--- src/rtl/regfile_pkg.sv ---
// Shared constants and types for the 16x32 register file and its access scheduler.
package regfile_pkg;

  localparam int NUM_REGS = 16;
  localparam int ADDR_W   = 4;
  localparam int DATA_W   = 32;

  typedef logic [ADDR_W-1:0]   reg_addr_t;
  typedef logic [DATA_W-1:0]   reg_data_t;
  typedef logic [NUM_REGS-1:0] busy_vec_t;

  typedef struct packed {
    logic      valid;
    reg_addr_t addr;
    reg_data_t data;
  } wb_req_t;

  typedef enum logic {
    PTR_WB0 = 1'b0,
    PTR_WB1 = 1'b1
  } rr_ptr_e;

endpackage

--- src/rtl/rr_arbiter2.sv ---
// Two-requester round-robin arbiter; the pointer names the requester favoured on a tie.
module rr_arbiter2
  import regfile_pkg::*;
(
  input  logic       clk,
  input  logic       reset_n,
  input  logic [1:0] req,
  output logic [1:0] gnt
);

  rr_ptr_e ptr, ptr_next;

  always_comb begin
    gnt      = 2'b00;
    ptr_next = ptr;
    if (req == 2'b11) begin
      gnt = (ptr == PTR_WB0) ? 2'b01 : 2'b10;
    end else begin
      gnt = req;
    end
    // After any grant the other requester gets priority, even if it was idle.
    if (gnt[0]) begin
      ptr_next = PTR_WB1;
    end else if (gnt[1]) begin
      ptr_next = PTR_WB0;
    end
  end

  always_ff @(posedge clk or negedge reset_n) begin
    if (!reset_n) begin
      ptr <= PTR_WB0;
    end else begin
      ptr <= ptr_next;
    end
  end

endmodule

--- src/rtl/regfile_scheduler.sv ---
// Issue/writeback sequencer for the 2R1W register file: scoreboard hazard stall,
// read-port drive on issue, and round-robin sharing of the single write port.
module regfile_scheduler
  import regfile_pkg::*;
(
  input  logic       clk,
  input  logic       reset_n,
  input  logic       iss_valid,
  output logic       iss_ready,
  input  logic [1:0] iss_use_src,
  input  reg_addr_t  iss_src0,
  input  reg_addr_t  iss_src1,
  input  logic       iss_has_dst,
  input  reg_addr_t  iss_dst,
  output logic       opr_valid,
  input  logic       wb0_valid,
  input  logic       wb1_valid,
  output logic       wb0_ready,
  output logic       wb1_ready,
  input  reg_addr_t  wb0_addr,
  input  reg_addr_t  wb1_addr,
  input  reg_data_t  wb0_data,
  input  reg_data_t  wb1_data,
  output logic [1:0] rf_read_en,
  output reg_addr_t  rf_raddr_0,
  output reg_addr_t  rf_raddr_1,
  output logic       rf_write_en,
  output reg_addr_t  rf_waddr,
  output reg_data_t  rf_wdata,
  output busy_vec_t  busy_vec,
  output logic       err_wb_unowned
);

  wb_req_t   wb0_req, wb1_req, wb_sel;
  logic [1:0] gnt;
  logic       iss_fire, wb_fire;
  busy_vec_t  busy_set, busy_clr;

  assign wb0_req = '{valid: wb0_valid, addr: wb0_addr, data: wb0_data};
  assign wb1_req = '{valid: wb1_valid, addr: wb1_addr, data: wb1_data};

  rr_arbiter2 u_arb (
    .clk     (clk),
    .reset_n (reset_n),
    .req     ({wb1_req.valid, wb0_req.valid}),
    .gnt     (gnt)
  );

  assign wb0_ready = gnt[0];
  assign wb1_ready = gnt[1];
  assign wb_fire   = |gnt;
  assign wb_sel    = gnt[1] ? wb1_req : wb0_req;

  assign iss_ready = !(iss_use_src[0] && busy_vec[iss_src0]) &&
                     !(iss_use_src[1] && busy_vec[iss_src1]) &&
                     !(iss_has_dst    && busy_vec[iss_dst]);
  assign iss_fire  = iss_valid && iss_ready;

  // Clear comes from the registered write so busy drops only once the RF has the data.
  always_comb begin
    busy_set = '0;
    busy_clr = '0;
    if (iss_fire && iss_has_dst) begin
      busy_set[iss_dst] = 1'b1;
    end
    if (rf_write_en) begin
      busy_clr[rf_waddr] = 1'b1;
    end
  end

  always_ff @(posedge clk or negedge reset_n) begin
    if (!reset_n) begin
      busy_vec <= '0;
    end else begin
      busy_vec <= (busy_vec & ~busy_clr) | busy_set;
    end
  end

  // Read-port stage: one cycle after accept the RF outputs are valid.
  always_ff @(posedge clk or negedge reset_n) begin
    if (!reset_n) begin
      opr_valid  <= 1'b0;
      rf_read_en <= 2'b00;
      rf_raddr_0 <= '0;
      rf_raddr_1 <= '0;
    end else begin
      opr_valid  <= iss_fire;
      rf_read_en <= 2'b00;
      if (iss_fire) begin
        rf_read_en <= iss_use_src;
        rf_raddr_0 <= iss_use_src[0] ? iss_src0 : '0;
        rf_raddr_1 <= iss_use_src[1] ? iss_src1 : '0;
      end
    end
  end

  // Write-port stage: address/data hold between writes.
  always_ff @(posedge clk or negedge reset_n) begin
    if (!reset_n) begin
      rf_write_en    <= 1'b0;
      rf_waddr       <= '0;
      rf_wdata       <= '0;
      err_wb_unowned <= 1'b0;
    end else begin
      rf_write_en <= wb_fire;
      if (wb_fire) begin
        rf_waddr <= wb_sel.addr;
        rf_wdata <= wb_sel.data;
        if (!busy_vec[wb_sel.addr]) begin
          err_wb_unowned <= 1'b1;
        end
      end
    end
  end

endmodule
--- config.mk ---
export PLATFORM = sky130hd
export DESIGN_NAME = regfile_scheduler
export DESIGN_NICKNAME = d
export VERILOG_FILES = /design/src/rtl/regfile_pkg.sv /design/src/rtl/rr_arbiter2.sv /design/src/rtl/regfile_scheduler.sv
export SDC_FILE = /design/constraint.sdc
export NUM_CORES = 1
export LEC_CHECK = 0
export ABC_CLOCK_PERIOD_IN_PS = 4400
export CORE_MARGIN = 2
export CORE_UTILIZATION = 25
export DETAILED_ROUTE_END_ITERATION = 10
export SLEW_MARGIN = 20
export SYNTH_ARGS = -nofsm -noshare
export SYNTH_HDL_FRONTEND = slang
export SYNTH_HIERARCHICAL = 1
export SYNTH_SLANG_ARGS = --single-unit
--- constraint.sdc ---
create_clock -name clk -period 4.4 [get_ports clk]
set_clock_uncertainty 0.2 [all_clocks]
set_input_delay 0.66 -clock clk [delete_from_list [all_inputs] [get_ports clk]]
set_output_delay 0.66 -clock clk [all_outputs]
set_load 0.02 [all_outputs]
Word level (Yosys, flattened, before mapping)
Index checks and enable logic that the tools add are counted.

storage, ports and cells
  word-level logic and storage cells = 59
  output and inout port bits = 68
  bits in registers = 66

operators by class
  equality and inequality tests = 1
  mux-type cells = 22
  $lt $le $gt $ge = 7
  bitwise operators = 4
  reductions and logical operators = 15

operator list
  cell                  number
  $mux W36              1
  $mux W16              2
  $lt A4 B5 Y1 const B  5
  $and A16 B16 Y16      1
  $bmux W1 S4           4
  $not A16 Y16          1
  $or A16 B16 Y16       1
  $logic_and A1 B1 Y1   9
  $demux W1 S4          2
  $ge A4 B1 Y1 const B  2
  $mux W1               8
  $mux W4               2
  $mux W2               3
  $logic_not A1 Y1      3
  $eq A2 B2 Y1 const B  1
  $reduce_and A2 Y1     1
  $reduce_bool A2 Y1    1
  $reduce_or A2 Y1      1
  $not A1 Y1            1

Longest topological paths before layout
  word-level depth = 10
  gate-level depth with buffers = 9

Cells and area by module
The synthesis kept the hierarchy.

modules (own cells, without submodules)
  module             area an instance (µm²)  seq. area each (µm²)  times used  cells an instance
  regfile_scheduler  3,507.1                 1,626.6               1           331
  rr_arbiter2        60.1                    25.0                  1           7

Worst setup path after synthesis
No wires, ideal clock.

  path type = input -> output
  start = input port iss_dst[1]
  end = output port iss_ready
  cell stages on the path = 8
  data required time = 3.540 ns
  arrival = 2.294 ns
  slack = 1.246 ns
  cell sequence = clkbuf_1 -> mux4_2 -> mux2_2 -> nand3_1 -> nand3_2 -> nand4b_4 -> buf_6 -> inv_1

between the ends
  word-level cells in the longest chain between the ends = 5

RTL lines
  element                        line                     source
  start: declaration             regfile_scheduler.sv:14  input reg_addr_t iss_dst,
  $bmux W1 S4                    regfile_scheduler.sv:56  !(iss_has_dst && busy_vec[iss_dst]);
  $mux W1 (not written as such)  regfile_scheduler.sv:56
  $logic_and A1 B1 Y1            regfile_scheduler.sv:56
  $logic_not A1 Y1               regfile_scheduler.sv:56
  $logic_and A1 B1 Y1            regfile_scheduler.sv:55  !(iss_use_src[1] && busy_vec[iss_src1]) &&
  end: declaration               regfile_scheduler.sv:9   output logic iss_ready,

Every way passes these cells. The select of a mux whose other input is x is not followed.

Final worst setup path
  start = input port iss_dst[0]
  end = output port iss_ready

The elaborated chain is that of the path after synthesis.

==> out/metrics.sh <==
FINAL_GLOBAL_ROUTE_OVERFLOW_TOTAL=0
PLACED_CELLS=659
YOSYSTOPAREACELL='dfrtp_1'
LAYOUT-AREA-OVERHEAD-VS-SYNTH_PCT=57.3
FIN_SETUP_TNS_NS=0
PATH_MAX_FANOUT=9
ROW_COUNT=43
CTS.PATH.MAX_BUFFERS=2
NETS=582
DPL.HPWL_MM=8.64
WORST_IR_DROP_VDD_mV=0.192
CORE_AREA_UM2=13900
SYNTH_TOP_AREA_SHARE_PCT=46.3
IO_BUFFER_COUNT=159
FINALCRITICALPERIOD_NS=4.08
MET1WIRELENGTH_MM=4.91
POSTSYNTHREGISTERBITS=66
DESIGN.PORTCOUNT=160
HOLD_PATH.CLASS='in2async'
SYN_AREA_PER_CELL_UM2=10.6
SYNTH.LIB_CELLS_USED.DISTINCT=34
SYNTH_FP_NETS=430
FINAL_CLOCK_PERIOD_UTILIZATION_BY_THE_WORST_PATH_PCT=92.8
DETAILROUTE.WIRELENGTH.MET3_UM=785
FIRST_GLOBAL_VIAS=3616
CTS_HOLD_BUF=0
POST-CTS-SETUP-BUFFER-COUNT=0
MET2_LENGTH_MM=5.68
SYNTH_EDF_COUNT=0
POWER_DENSITY_nW_PER_UM2=503
TOPROUTINGLAYERUSED='met4'
DRIVE_GT1_SHARE_PCT=9.70
FINAL-SETUP-VIOL-COUNT=0
POST_CTS_CLOCK_SLEW_AT_THE_LAUNCH_AND_CAPTURE_REGISTERS_OF_THE_WORST_SETUP_AND_HOLD_PATHS_NS=0.06
GRT_FIRST_PASS_WIRELENGTH_MM=18.4
WIDTH_OF_THE_CHIP_UM=123
UNREPAIRED_SETUP_ENDPOINTS_AFTER_GLOBAL_ROUTING='no'
WORSTPATHARRIVAL_NS=3.22
FILL_CELLS=1342
ROUTE.DETAILED.DRC=0
VIA_PER_INST=4.93
CLOCK_TREE.HTREE_LEVEL_COUNT=3
CRITPATHREQUIREDTIME_NS=3.54
SYNTHTOPCELLSBYAREA='dfrtp_1 (46%), mux2i_1 (15%), o21ai_0 (7.7%)'
MAXIMUM_NUMBER_OF_PINS_ON_ONE_NET_BEFORE_GLOBAL_ROUTE_REPAIR=69
ROUTE.VIAS.TOTAL=3329
SETUP_WS_NS=0.316
ASYNC_RESET_FF_SHARE_PCT=100
CLK_LATENCY_NS=0.34
POST_DRT_WL_PER_CELL_UM=17.3
SYNTHESIS.YOSYS.WARNINGS=6
CTS.ROOT.BUFFER_CELL='clkbuf_16'
TOTAL_ROUTING_USAGE_GR_PCT=15.8
SEQ_AREA_FRAC_SYNTH_PCT=46.3
WORST_SLEW_MARGIN_REL_PCT=42.9
PLACEDINSTANCEAREA_UM2=5330
WORST_PIN_SLEW_NS=0.833
FINALHOLDWORSTSLACK_NS=0.149
PRE_CTS_WS_NS=0.312
INITIAL_CORE_UTIL_PCT=25.6
MAXCAPVIOLCOUNT=0
ROUTE.FINAL.WIRE_LENGTH_MM=11.7
DESIGN_AREA_UM2=5610
GP_CONGESTION=0.862
NETLIST_AREA_UM2=3570
DRTPASS1ITERATIONS=4
DETAILEDROUTE.FIRSTITERATIONVIOLATIONS=308
TIMING.FMAX_MHz=245
FULL_DIE_AREA_UM2=15200
SLEW_VIOL_FINAL=0
WORST-SETUP-PATH-TYPE='in2out'
FINAL_CELL_COUNT_NO_FILL=675
TRITONCTS='yes'
DIE-HEIGHT_UM=123
SYNTH_FLOP_CELL='dfrtp_1'
OUTCOME='finished, final reports clean'
CTS_MADE_BUFFERS=9
CTS_REPAIR_RESIZE_COUNT=0
POWER.LEAKAGE_nW=2.28
ANT_CELLS=0
SYNTH_CELLS=338
NUMBER_OF_NETS_WITH_ANTENNA_VIOLATIONS_AFTER_ROUTING=0
CLOCK-SINKS=66
KIND_OF_START_POINT_OF_THE_CRITICAL_PATH='primary input'
FINAL-HOLD-VIOLATION-COUNT=0
END_KIND='primary output'
GRT_ANTENNA_BEFORE_REPAIR=0
flip-flops by register name, summed over array words and instances (netlist names):
signal and flops:
rf_write_en 1, rf_waddr 4, rf_raddr_1 4, u_arb/ptr 1
rf_wdata 32, busy_vec 16, rf_raddr_0 4, opr_valid 1
err_wb_unowned 1, rf_read_en 2
path summary, 6_finish.rpt:
check                                      startpoint                         end  depth (start not counted)  slack, ns
max in group asynchronous                     reset_n     rf_wdata[8]$_DFFE_PN0P_                          2       2.87
hold / removal                                reset_n     rf_wdata[0]$_DFFE_PN0P_                          1       0.15
setup reg to reg                u_arb/ptr$_DFFE_PN0P_  err_wb_unowned$_DFFE_PN0P_                          8       1.70
setup / recovery                           iss_dst[0]                   iss_ready                          8       0.32
hold reg to reg            err_wb_unowned$_DFFE_PN0P_  err_wb_unowned$_DFFE_PN0P_                          1       0.26
min in group clk           err_wb_unowned$_DFFE_PN0P_  err_wb_unowned$_DFFE_PN0P_                          1       0.26
kinds of logic (layout without fill, tap and decap cells):
kind of cell / Yosys count / count (layout) / synth area share [%]
compound gates: 98 / 98 / 17.6
buf+inv: 34 / 191 / 4.28
flops: 66 / 66 / 46.3
mux: 65 / 65 / 21.5
simple gates: 75 / 75 / 10.3
cells in the mapped netlist (all sizes together) (2+ instances only):
cell type and instances:
nor2b 3, or2 3, o41ai 10, nand2b 4, a211oi 2, a21boi 2, nand3 5, nand2 42
nor2 6, inv 10, o21ai 61, buf 6, nand3b 2, nand4 6, mux2i 52, a21oi 4
mux4 9, nor3 2, o31ai 14, a221oi 2, dfrtp 66, clkbuf 18, o211ai 2, mux2 4
cell type report:
| class | instances | area (µm²) | share of cell area [%] |
|---|---|---|---|
| multi-input combinational | 238 | 1790 | 31.8 |
| sequential | 66 | 1650 | 29.4 |
| timing repair buffer | 165 | 1630 | 29.1 |
| clock buffer | 10 | 239 | 4.26 |
| tap | 180 | 225 | 4.01 |
| clock inverter | 6 | 42.5 | 0.758 |
| inverter | 10 | 37.5 | 0.669 |
where the power goes:
group / internal [W] / leakage (nW) / total, W / switching [W]
logic: 0.000592 / 1.34 / 0.00115 / 0.000557
registers: 0.000765 / 0.811 / 0.00100 / 0.000235
clock network: 0.000395 / 0.123 / 0.000677 / 0.000282
total: 0.00175 / 2.28 / 0.00283 / 0.00107
per-layer routing:
metal	global-route usage, %	up-vias
li1	-	1550
met1	19.6	1618
met2	26.0	133
met3	3.64	28
met4	7.53	0
met5	0	-
critical path: stages:
cell             delay, ns
clkdlybuf4s50_1       0.71
mux4_2                0.55
mux2_2                0.27
nand3_1               0.10
nand3_2               0.09
nand4b_4              0.19
inv_1                 0.07
clkdlybuf4s50_1       0.59
layout by cell type (no fill, tap or decap):
cell type | Yosys | routed
nand4_1 | 6 | 6
nor2b_1 | 3 | 3
or2_2 | 2 | 2
mux2i_1 | 52 | 52
nand3b_1 | 2 | 2
nand2_1 | 42 | 42
buf_2 | 2 | 1
o31ai_1 | 14 | 14
clkbuf_8 | 0 | 1
or2_1 | 1 | 1
o21ai_0 | 55 | 55
o21ai_1 | 6 | 6
buf_4 | 2 | 6
mux4_2 | 9 | 9
a211oi_1 | 2 | 2
nand3_2 | 1 | 1
mux2_2 | 4 | 4
nor3_1 | 2 | 2
or3b_2 | 1 | 1
o211ai_1 | 2 | 2
a21boi_4 | 0 | 2
clkinvlp_4 | 0 | 5
o41ai_2 | 5 | 5
clkdlybuf4s50_1 | 0 | 158
nand2b_1 | 4 | 4
o41ai_1 | 5 | 5
clkbuf_16 | 0 | 9
a221oi_1 | 2 | 2
inv_1 | 10 | 10
a21oi_1 | 4 | 4
dfrtp_1 | 66 | 66
nand4b_4 | 1 | 1
nand3_1 | 4 | 4
o2111ai_1 | 1 | 1
clkinv_2 | 0 | 1
nor2_1 | 6 | 6
metrics by stage:
step	util (%)	total power, W
3_5_place_dp	38.3	0.00216
4_1_cts	40.3	0.00285
2_1_floorplan	-	0.00154
5_1_grt	40.3	0.00298
6_report	40.3	0.00283
3_3_place_gp	38.3	0.00214
(Power assumes the default switching activity.)
